`src/rtl/memo_recorder.sv`:
```
// Sample recorder: streams accepted samples into memory after a two-word
// header slot at addrBase, then back-fills the header with first/final data addresses.
module memo_recorder #(
    parameter int ADDR_W = 16,
    parameter int DATA_W = 16
) (
    input  logic              clock,
    input  logic              reset,
    input  logic              start,
    input  logic              stop,
    input  logic [DATA_W-1:0] sampleIn,
    input  logic              sampleValid,
    input  logic [ADDR_W-1:0] addrBase,
    input  logic [ADDR_W-1:0] addrLimit,
    output logic              writeEn,
    output logic [ADDR_W-1:0] addrOut,
    output logic [DATA_W-1:0] dataOut,
    output logic              ready,
    output logic              recording,
    output logic              done,
    output logic              full
);

    typedef enum logic [2:0] {
        IDLE,
        REC,
        WRITE,
        HDR0,
        HDR1,
        DONE
    } state_t;

    localparam logic [ADDR_W-1:0] ONE = ADDR_W'(1);
    localparam logic [ADDR_W-1:0] TWO = ADDR_W'(2);

    state_t            state;
    logic [ADDR_W-1:0] base_reg;
    logic [ADDR_W-1:0] lim_reg;
    logic [ADDR_W-1:0] wr_ptr;
    logic [ADDR_W-1:0] last_addr;
    logic              stop_pending;

    logic [ADDR_W-1:0] start_ptr;
    logic [ADDR_W-1:0] first_addr;
    logic [ADDR_W-1:0] final_slot;
    logic              at_limit;

    assign start_ptr  = addrBase + TWO;
    assign first_addr = base_reg + TWO;
    assign final_slot = base_reg + ONE;
    assign at_limit   = (wr_ptr == lim_reg);

    // Outputs are registered: each transition loads the values that the
    // destination state presents, so they line up with the state register.
    always_ff @(posedge clock) begin
        if (reset) begin
            state        <= IDLE;
            base_reg     <= '0;
            lim_reg      <= '0;
            wr_ptr       <= '0;
            last_addr    <= '0;
            stop_pending <= 1'b0;
            writeEn      <= 1'b0;
            addrOut      <= '0;
            dataOut      <= '0;
            ready        <= 1'b0;
            recording    <= 1'b0;
            done         <= 1'b0;
            full         <= 1'b0;
        end else begin
            writeEn <= 1'b0;
            addrOut <= '0;
            dataOut <= '0;
            ready   <= 1'b0;
            done    <= 1'b0;

            case (state)
                IDLE: begin
                    if (start) begin
                        base_reg     <= addrBase;
                        lim_reg      <= addrLimit;
                        wr_ptr       <= start_ptr;
                        last_addr    <= addrBase + ONE;
                        stop_pending <= 1'b0;
                        recording    <= 1'b1;
                        // No room for even one sample: go straight to the header.
                        if (addrLimit < start_ptr) begin
                            full    <= 1'b1;
                            state   <= HDR0;
                            writeEn <= 1'b1;
                            addrOut <= addrBase;
                            dataOut <= DATA_W'(start_ptr);
                        end else begin
                            full  <= 1'b0;
                            state <= REC;
                            ready <= 1'b1;
                        end
                    end
                end

                REC: begin
                    if (sampleValid) begin
                        state   <= WRITE;
                        writeEn <= 1'b1;
                        addrOut <= wr_ptr;
                        dataOut <= sampleIn;
                        if (stop) stop_pending <= 1'b1;
                    end else if (stop || stop_pending) begin
                        state   <= HDR0;
                        writeEn <= 1'b1;
                        addrOut <= base_reg;
                        dataOut <= DATA_W'(first_addr);
                    end else begin
                        ready <= 1'b1;
                    end
                end

                WRITE: begin
                    last_addr <= wr_ptr;
                    if (!at_limit) wr_ptr <= wr_ptr + ONE;
                    if (stop) stop_pending <= 1'b1;
                    if (at_limit || stop_pending || stop) begin
                        if (at_limit) full <= 1'b1;
                        state   <= HDR0;
                        writeEn <= 1'b1;
                        addrOut <= base_reg;
                        dataOut <= DATA_W'(first_addr);
                    end else begin
                        state <= REC;
                        ready <= 1'b1;
                    end
                end

                HDR0: begin
                    state   <= HDR1;
                    writeEn <= 1'b1;
                    addrOut <= final_slot;
                    dataOut <= DATA_W'(last_addr);
                end

                HDR1: begin
                    state     <= DONE;
                    done      <= 1'b1;
                    recording <= 1'b0;
                end

                DONE: begin
                    state <= IDLE;
                end

                default: begin
                    state <= IDLE;
                end
            endcase
        end
    end

endmodule

```
`config.mk`:
```
export PLATFORM = sky130hd
export DESIGN_NAME = memo_recorder
export DESIGN_NICKNAME = d
export VERILOG_FILES = /design/src/rtl/memo_recorder.sv
export SDC_FILE = /design/constraint.sdc
export NUM_CORES = 1
export LEC_CHECK = 0
export CORE_UTILIZATION = 50
export CTS_BUF_LIST = sky130_fd_sc_hd__clkbuf_4 sky130_fd_sc_hd__clkbuf_8
export DETAILED_ROUTE_END_ITERATION = 8
export HOLD_SLACK_MARGIN = 0.03
export PLACE_DENSITY_LB_ADDON = 0.1
export SYNTH_ARGS = -nofsm -noshare
export SYNTH_HDL_FRONTEND = slang
export SYNTH_SLANG_ARGS = --single-unit
```
`constraint.sdc`:
```
create_clock -name clock -period 8.9 [get_ports clock]
set_clock_uncertainty 0.1 [all_clocks]
set_input_delay 1.78 -clock clock [delete_from_list [all_inputs] [get_ports clock]]
set_output_delay 1.78 -clock clock [all_outputs]
set_load 0.03 [all_outputs]
```
### After elaboration in Yosys (flattened, before gate mapping)

Index checks and enable logic that the tools add are counted.

| storage, ports and cells | value |
|---|---|
| register bits after elaboration | 105 |
| output and inout bits | 37 |
| logic and storage cells | 90 |

| operators by class | value |
|---|---|
| add/subtract/negate cells | 5 |
| magnitude comparators | 1 |
| equality and inequality tests | 11 |
| multiplexer cells | 46 |
| reductions and logical operators | 14 |

Operator list:

| kind | count |
|---|---|
| 2-to-1 mux 16 bit | 13 |
| one-hot mux 16 bit (4 select lines) | 2 |
| one-hot mux 16 bit (2 select lines) | 2 |
| adder 16 x 1 -> 16 bit, second input constant | 3 |
| adder 16 x 2 -> 16 bit, second input constant | 2 |
| 2-to-1 mux 1 bit | 18 |
| == test 16 bit | 1 |
| less-than comparator 16 bit | 1 |
| one-hot mux 3 bit (5 select lines) | 1 |
| != test 2 bit, second input constant | 5 |
| 2-to-1 mux 3 bit | 3 |
| AND reduction 2 bit | 4 |
| == test 3 x 2 -> 1 bit, second input constant | 2 |
| one-hot mux 1 bit (3 select lines) | 2 |
| AND reduction 3 bit | 2 |
| 2-to-1 mux 2 bit | 2 |
| one-hot mux 1 bit (2 select lines) | 2 |
| one-hot mux 1 bit (4 select lines) | 1 |
| AND reduction 4 bit | 1 |
| nonzero test 2 bit | 2 |
| == test 3 x 1 -> 1 bit, second input constant | 1 |
| == test 3 bit, second input constant | 1 |
| logical NOT 3 bit | 1 |
| logical OR 1 bit | 3 |
| other kinds (2) | 2 |

### Longest topological paths before layout

Gate-level depths: netlist (run 1).

| depth | value |
|---|---|
| depth in word-level cells | 5 |
| gate-level depth with buffers | 13 |
| gate-level depth less buffers | 11 |

### Worst setup path after synthesis (run 1)

OpenSTA, ideal clock, no wires.

| timing path | value |
|---|---|
| path kind | input to register |
| from | in addrBase[1] |
| to | reg addrOut[10] |
| arrival | 4.608 ns |
| data required time | 8.722 ns |
| slack | 4.114 ns |
| stages | 13 |
| cell sequence | ha_1 nand3_1 xor2_1 ha_1 a221o_1 a211o_1 o2111ai_1 a2111o_1 a2111oi_4 or4b_1 buf_6 buf_8 o22ai_1 |

| on the way | value |
|---|---|
| longest elaborated chain between the ends | 5 |

Ends and longest elaborated chain:

| element | line | RTL |
|---|---|---|
| start, declared | 13 | `input logic [ADDR_W-1:0] addrBase,` |
| adder 16 x 2 -> 16 bit | 48 | `assign start_ptr = addrBase + TWO;` |
| less-than comparator 16 bit | 87 | `if (addrLimit < start_ptr) begin` |
| 2-to-1 mux 16 bit | 87 |  |
| 2-to-1 mux 16 bit | 79 | `if (start) begin` |
| one-hot mux 16 bit (4 select lines) | 77 | `case (state)` |
| end signal, assigned | 91 | `addrOut <= addrBase;` |
| end signal, assigned | 105 | `addrOut <= wr_ptr;` |
| end signal, assigned | 111 | `addrOut <= base_reg;` |
| end, declared | 16 | `output logic [ADDR_W-1:0] addrOut,` |

Every way passes these cells.
A chain may end at the register's enable or synchronous reset.

### Worst setup path after layout (run 1)

| timing path | value |
|---|---|
| from | in addrBase[1] |
| to | reg writeEn |

| on the way | value |
|---|---|
| longest elaborated chain between the ends | 5 |

Ends and longest elaborated chain:

| element | line | RTL |
|---|---|---|
| adder 16 x 2 -> 16 bit | 48 |  |
| less-than comparator 16 bit | 87 |  |
| 2-to-1 mux 1 bit | 87 |  |
| 2-to-1 mux 1 bit | 79 |  |
| one-hot mux 1 bit (4 select lines) | 77 |  |
| end signal, assigned | 71 | `writeEn <= 1'b0;` |
| end signal, assigned | 90 | `writeEn <= 1'b1;` |
| end signal, assigned | 104 | `writeEn <= 1'b1;` |
| end, declared | 15 | `output logic writeEn,` |

Every way passes these cells.

==> results of run 1 <==
[cell usage in the layout, fill, tap and decap left out, drive strengths merged, types with 2 or more instances in the layout]
cell type / count
a211oi: 6
a21oi: 54
a222oi: 40
a22o: 4
a22oi: 12
a31oi: 4
a41oi: 2
and2: 4
and3: 10
and4: 2
buf: 9
bufinv: 4
clkbuf: 10
clkdlybuf4s50: 88
clkinv: 3
dfxtp: 105
ha: 15
inv: 4
maj3: 3
nand2: 121
nand2b: 3
nand3: 24
nand3b: 5
nand4: 12
nor2: 59
nor2b: 3
nor3: 12
nor3b: 5
nor4: 2
nor4b: 2
o21ai: 33
o22ai: 17
o2bb2ai: 15
o31ai: 2
or2: 5
xnor2: 50
xor2: 20
[per-layer routing]
layer	vias to the layer above	global-route usage (%)	share of wire (%)
met1	2839	39.3	41
met2	300	52.3	47
met3	48	6.21	8.2
li1	2788	-	-
met5	-	0	0
met4	0	10.1	3.3
[power groups by stage]
stage	sequential, uW	clock [uW]	combinational (uW)
after floorplan	593	0	247
after global placement	595	0	377
after detailed placement	596	0	386
after CTS	586	395	388
after global routing	595	413	422
final	587	392	393
[metrics by stage]
stage / util (%) / cell area (um^2) / power, uW / setup slack (ns) / hold slack, ns
finish: 61.6 / 7150 / 1370 / 3.22 / 0.373
global route: 61.6 / 7150 / 1430 / 2.96 / 0.391
CTS: 61.6 / 7150 / 1370 / 3.24 / 0.376
detailed placement: 59.3 / 6890 / 982 / 2.82 / 0.363
global placement: 59.3 / 6890 / 972 / 2.93 / 0.359
floorplan: - / 6050 / 840 / 4.11 / 0.350
[critical path: cells and delay by family]
kind / cells / cell delay [ns]
buf+inv: 1 / 0.62
xor+xnor: 1 / 0.39
simple gates: 2 / 0.75
compound gates: 6 / 1.60
fa+ha+maj: 2 / 0.69
[cells by family after synthesis]
group	Yosys count
xor+xnor	70
mux	2
fa+ha+maj	18
buf+inv	77
flops	105
compound gates	203
simple gates	273
[final timing paths]
kind	slack [ns]	cells after the start	startpoint	end
worst min-delay path	0.37	2	lim_reg[12]	lim_reg[12]
worst max-delay path	3.22	12	addrBase[1]	writeEn
worst min register to register	0.37	2	lim_reg[12]	lim_reg[12]
worst max register to register	5.69	9	wr_ptr[3]	addrOut[14]
[cell type report]
cell class | count | area, um^2
flip-flops and latches | 105 | 2100
well taps | 143 | 179
clock buffers | 10 | 131
clock inverters | 6 | 130
multi-input cells | 566 | 3640
fillers | 1095 | 4460
repair buffers | 97 | 946
inverters | 5 | 18.8
==> impl_metrics.csv, run 1 <==
group,metric,value,unit
clocking,cts-root-buf,"clkbuf_8",
yosys,synth.distinct_cells,67,
cells_and_area,num-nets-final,852,
global_route,grt-ovfl-total,0,
yosys,synth_top_family_by_area,"compound AO/OA/AOI/OAI gates",
global_route,grt_pass1_vias,5549,
floorplan,die-area,12500,um^2
place,gp_congestion,0.915,
floorplan,die_w,112,um
yosys,synth_seq_area_share,34.7,%
floorplan,core_area,11600,um^2
cells_and_area,drive_gt1_share,6.72,%
worst_setup_path,crit_chain,"clkdlybuf4s50_1, ha_1, xnor2_1, ha_1, nor2_1, o21ai_0, o2111a_1, o2111ai_1, a2111o_1, a2111oi_4, or4b_1, o21ai_0",
timing,rsz0062_at_grt,"false",
clocking,htreeDepth,3,
power,power_frac_seq,42.8,%
power,sw_frac_of_total,34.5,%
yosys,muxShareOfSynthArea,0.352,%
clocking,hold_buffers,0,
timing,max_slew_margin,26.1,%
job,drv_cap,0,
yosys,synth.cell_area,6050,um^2
yosys,yosys-top-cells-area,"dfxtp_1 (35%), nand2_1 (7.4%), xnor2_1 (7.1%)",
power,p_comb_share,28.6,%
yosys,synth_seq_cells,105,
drt,drt_iter0_drc,721,
timing,timing.final.crit_share,63.8,%
global_route,grt.total_usage,30.8,%
drt,route.antenna.remaining_nets,0,
clocking,ctsLongestPathBuffers,2,
power,p_clk_share,28.6,%
global_route,antenna_found_initial,0,
clocking,cts_buffers,9,
place,dp_hpwl,13400,um
status,outcome,"finished, violations left",
cells_and_area,instances_no_fill,932,
drt,wirelength,19200,um
drt,vias,5975,
floorplan,die_h,112,um
yosys,synth_top_area_cell,"dfxtp_1",
floorplan,pin_count,90,
yosys,synth.top_cell.area_share,34.7,%
power,power.density,192,nW/um^2
worst_setup_path,critical-path-slowest-cell,"or4b_1",
cells_and_area,area_growth,18.2,%
clocking,postCtsSetupBuffers,0,
timing,fmax,176,MHz
global_route,grt_pass1_wl,30100,um
power,worst_ir_drop_vdd,0.000149,V
timing,finalSetupViolCount,0,
yosys,synth_compound_area_share,24.6,%
floorplan,core.rowCount,39,
timing,finalSetupTns,0,ns
clocking,cts-resized-gates,0,
yosys,synth_edf_count,0,
worst_setup_path,crit_fanout,15,
power,p_switching,474,uW
place,numPortBuffers,89,
timing,finalCriticalPeriod,5.68,ns
clocking,insertion_delay,0.41,ns
timing,maxSlewViolCount,0,
clocking,clock-sinks,105,
worst_setup_path,cp-start-kind,"input pin",
yosys,yosys.area_share.adder,3.64,%
yosys,ys_warn_count,0,
power,p_leak,0.00246,uW
yosys,syn_area_per_cell,8.09,um^2
drt,drc,10,
drt,wire_per_inst,20.6,um
floorplan,start_util,52.1,%
yosys,ys.flop_type,"dfxtp_1",
status,violations,"DRC",
yosys,syn-instance-count,748,
yosys,yosysMostFrequentCell,"nand2_1",
worst_setup_path,endpoint_kind,"register",
timing,hold_violations,0,
global_route,grt_max_degree,73,
clocking,cts_tree,"built",
worst_setup_path,cpPeakStageDelay,0.70,ns
worst_setup_path,arrival,5.83,ns
yosys,synth-simple-area-share,21.1,%
worst_setup_path,crit_type,"in2reg",
clocking,clk_pin_slew,0.10,ns
timing,worst_pin_slew,1.10,ns
cells_and_area,diodes,0,
place,place_inst,916,
yosys,synth_xor_area_share,10.3,%
worst_setup_path,required,9.05,ns
drt,drt_pass1_iterations,9,
yosys,syn_nets,816,
worst_hold_path,hp-class,"reg2reg",
yosys,async_flop_share,0,%
power,p_int,898,uW
yosys,synth_commonest_cells,"nand2_1 (120), dfxtp_1 (105), nor2_1 (59)",
drt,via_per_inst,6.41,
Note: power is estimated with default switching activity, not from simulation.
==> run 2: changes to the inputs <==
clock period = 5.1 ns   (was 8.9 ns; I/O delays follow)
==> impl_metrics.csv, run 2 (same netlist as run 1, synthesis figures left out) <==
group,metric,value,unit
place,gp_congestion,0.958,
worst_setup_path,crit_chain,"clkdlybuf4s50_1, ha_1, nand3_1, xor2_1, ha_1, a221o_1, a211o_1, o2111ai_1, a2111o_1, a2111oi_4, or4b_1, o22ai_1",
timing,finalSetupViolCount,0,
timing,worst_pin_slew,1.29,ns
drt,drt_pass1_iterations,9,
power,power.density,310,nW/um^2
clocking,hold_buffers,0,
clocking,cts-root-buf,"clkbuf_8",
floorplan,core.rowCount,39,
cells_and_area,nFillCells,1063,
worst_setup_path,cp_top_family,"compound AO/OA/AOI/OAI gates",
floorplan,start_util,52.1,%
clocking,insertion_delay,0.39,ns
power,p_switching,798,uW
power,worst_ir_drop_vdd,0.000199,V
clocking,htreeDepth,3,
job,drv_cap,0,
worst_setup_path,critical-path-slowest-cell,"or4b_1",
timing,fmax,215,MHz
clocking,postCtsSetupBuffers,0,
drt,route.antenna.remaining_nets,0,
clocking,cts-resized-gates,0,
drt,via_per_inst,6.49,
worst_setup_path,cp-start-kind,"input pin",
global_route,grt.total_usage,31.0,%
floorplan,pin_count,90,
global_route,grt_max_degree,72,
cells_and_area,area_growth,17.7,%
timing,hold_violations,0,
timing,maxSlewViolCount,0,
clocking,clock-sinks,105,
worst_setup_path,crit_fanout,15,
timing,finalCriticalPeriod,4.65,ns
power,p_clk_share,22.5,%
power,p_leak,0.00246,uW
drt,wire_per_inst,20.4,um
cells_and_area,diodes,0,
floorplan,die_w,112,um
cells_and_area,drive_gt1_share,7.18,%
status,outcome,"finished, violations left",
floorplan,die_h,112,um
worst_setup_path,endpoint_kind,"register",
worst_hold_path,hp-class,"reg2reg",
status,violations,"DRC",
power,p_comb_share,31.0,%
timing,rsz0062_at_grt,"false",
timing,hold_slack,0.372,ns
worst_setup_path,required,5.30,ns
clocking,ctsLongestPathBuffers,2,
power,power_frac_seq,46.5,%
clocking,clk_pin_slew,0.09,ns
cells_and_area,layout_commonest_cell,"nand2_1",
worst_setup_path,crit_type,"in2reg",
cells_and_area,final_cell_mix,"nand2_1 (120), dfxtp_1 (105), clkdlybuf4s50_1 (88)",
global_route,grt-ovfl-total,0,
floorplan,die-area,12500,um^2
global_route,antenna_found_initial,0,
drt,vias,6081,
power,p_int,1410,uW
place,dp_hpwl,13500,um
drt,wirelength,19100,um
worst_setup_path,cp_common_cell,"ha_1",
drt,drt_iter0_drc,776,
floorplan,core_area,11600,um^2
timing,max_slew_margin,14.3,%
power,sw_frac_of_total,36.2,%
place,numPortBuffers,89,
clocking,cts_buffers,9,
timing,finalSetupTns,0,ns
worst_setup_path,cpPeakStageDelay,0.86,ns
clocking,cts_tree,"built",
global_route,grt_pass1_wl,30000,um
worst_setup_path,arrival,4.86,ns
worst_setup_path,cp.buffers_inverters,1,
drt,drc,8,
cells_and_area,num-nets-final,860,
timing,timing.final.crit_share,91.3,%
global_route,grt_pass1_vias,5672,
run 2: cell types whose count changed in the layout (fill, tap and decap cells not counted):
cell	previous run	this run
buf_4	8	16
bufinv_16	4	0
clkbuf_8	9	12
clkinv_2	2	0
o21ai_1	0	1
o21ai_2	1	0
run 2: power by group through the flow:
stage	clock, uW	combinational, uW	sequential, uW
2_1_floorplan	0	431	1040
3_3_place_gp	0	662	1040
3_5_place_dp	0	673	1040
4_1_cts	507	677	1020
5_1_grt	541	740	1040
6_report	496	685	1030
run 2: tightest hold or removal path, stage by stage, from the launching register on:
cell	delay [ns]
dfxtp_1	0.33
nand2_1	0.05
a21oi_1	0.05
run 2: layout make-up:
type                       count  area [um^2]  area share, %
inverter                       5         18.8          0.264
clock buffer                  13          173           2.43
multi-input combinational    566         3640           51.1
sequential                   105         2100           29.5
tap                          143          179           2.51
timing repair buffer         105         1010           14.1
run 2: layer usage:
metal,wire length [um],global-route usage [%],vias to the layer above
met3,1500,6.37,75
met5,0,0,-
met2,8720,49.2,357
met4,1030,18.2,0
met1,7880,39.0,2850
li1,-,-,2799
run 2: path summary, 6_finish.rpt:
kind	start	to	slack (ns)	cells after the start
hold reg to reg	lim_reg[15]	lim_reg[15]	0.37	2
hold / removal	lim_reg[15]	lim_reg[15]	0.37	2
setup reg to reg	base_reg[1]	dataOut[15]	2.03	8
setup / recovery	addrBase[1]	dataOut[12]	0.45	12
run 2: through the flow:
stage	setup WS, ns	total power (uW)	instance area (um^2)	instances	util (%)
floorplan	1.07	1470	6050	748	-
global placement	0.219	1700	6950	924	59.8
detailed placement	0.0954	1710	6950	924	59.8
CTS	0.485	2210	7120	937	61.3
global route	0.304	2320	7120	937	61.3
finish	0.445	2210	7120	937	61.3
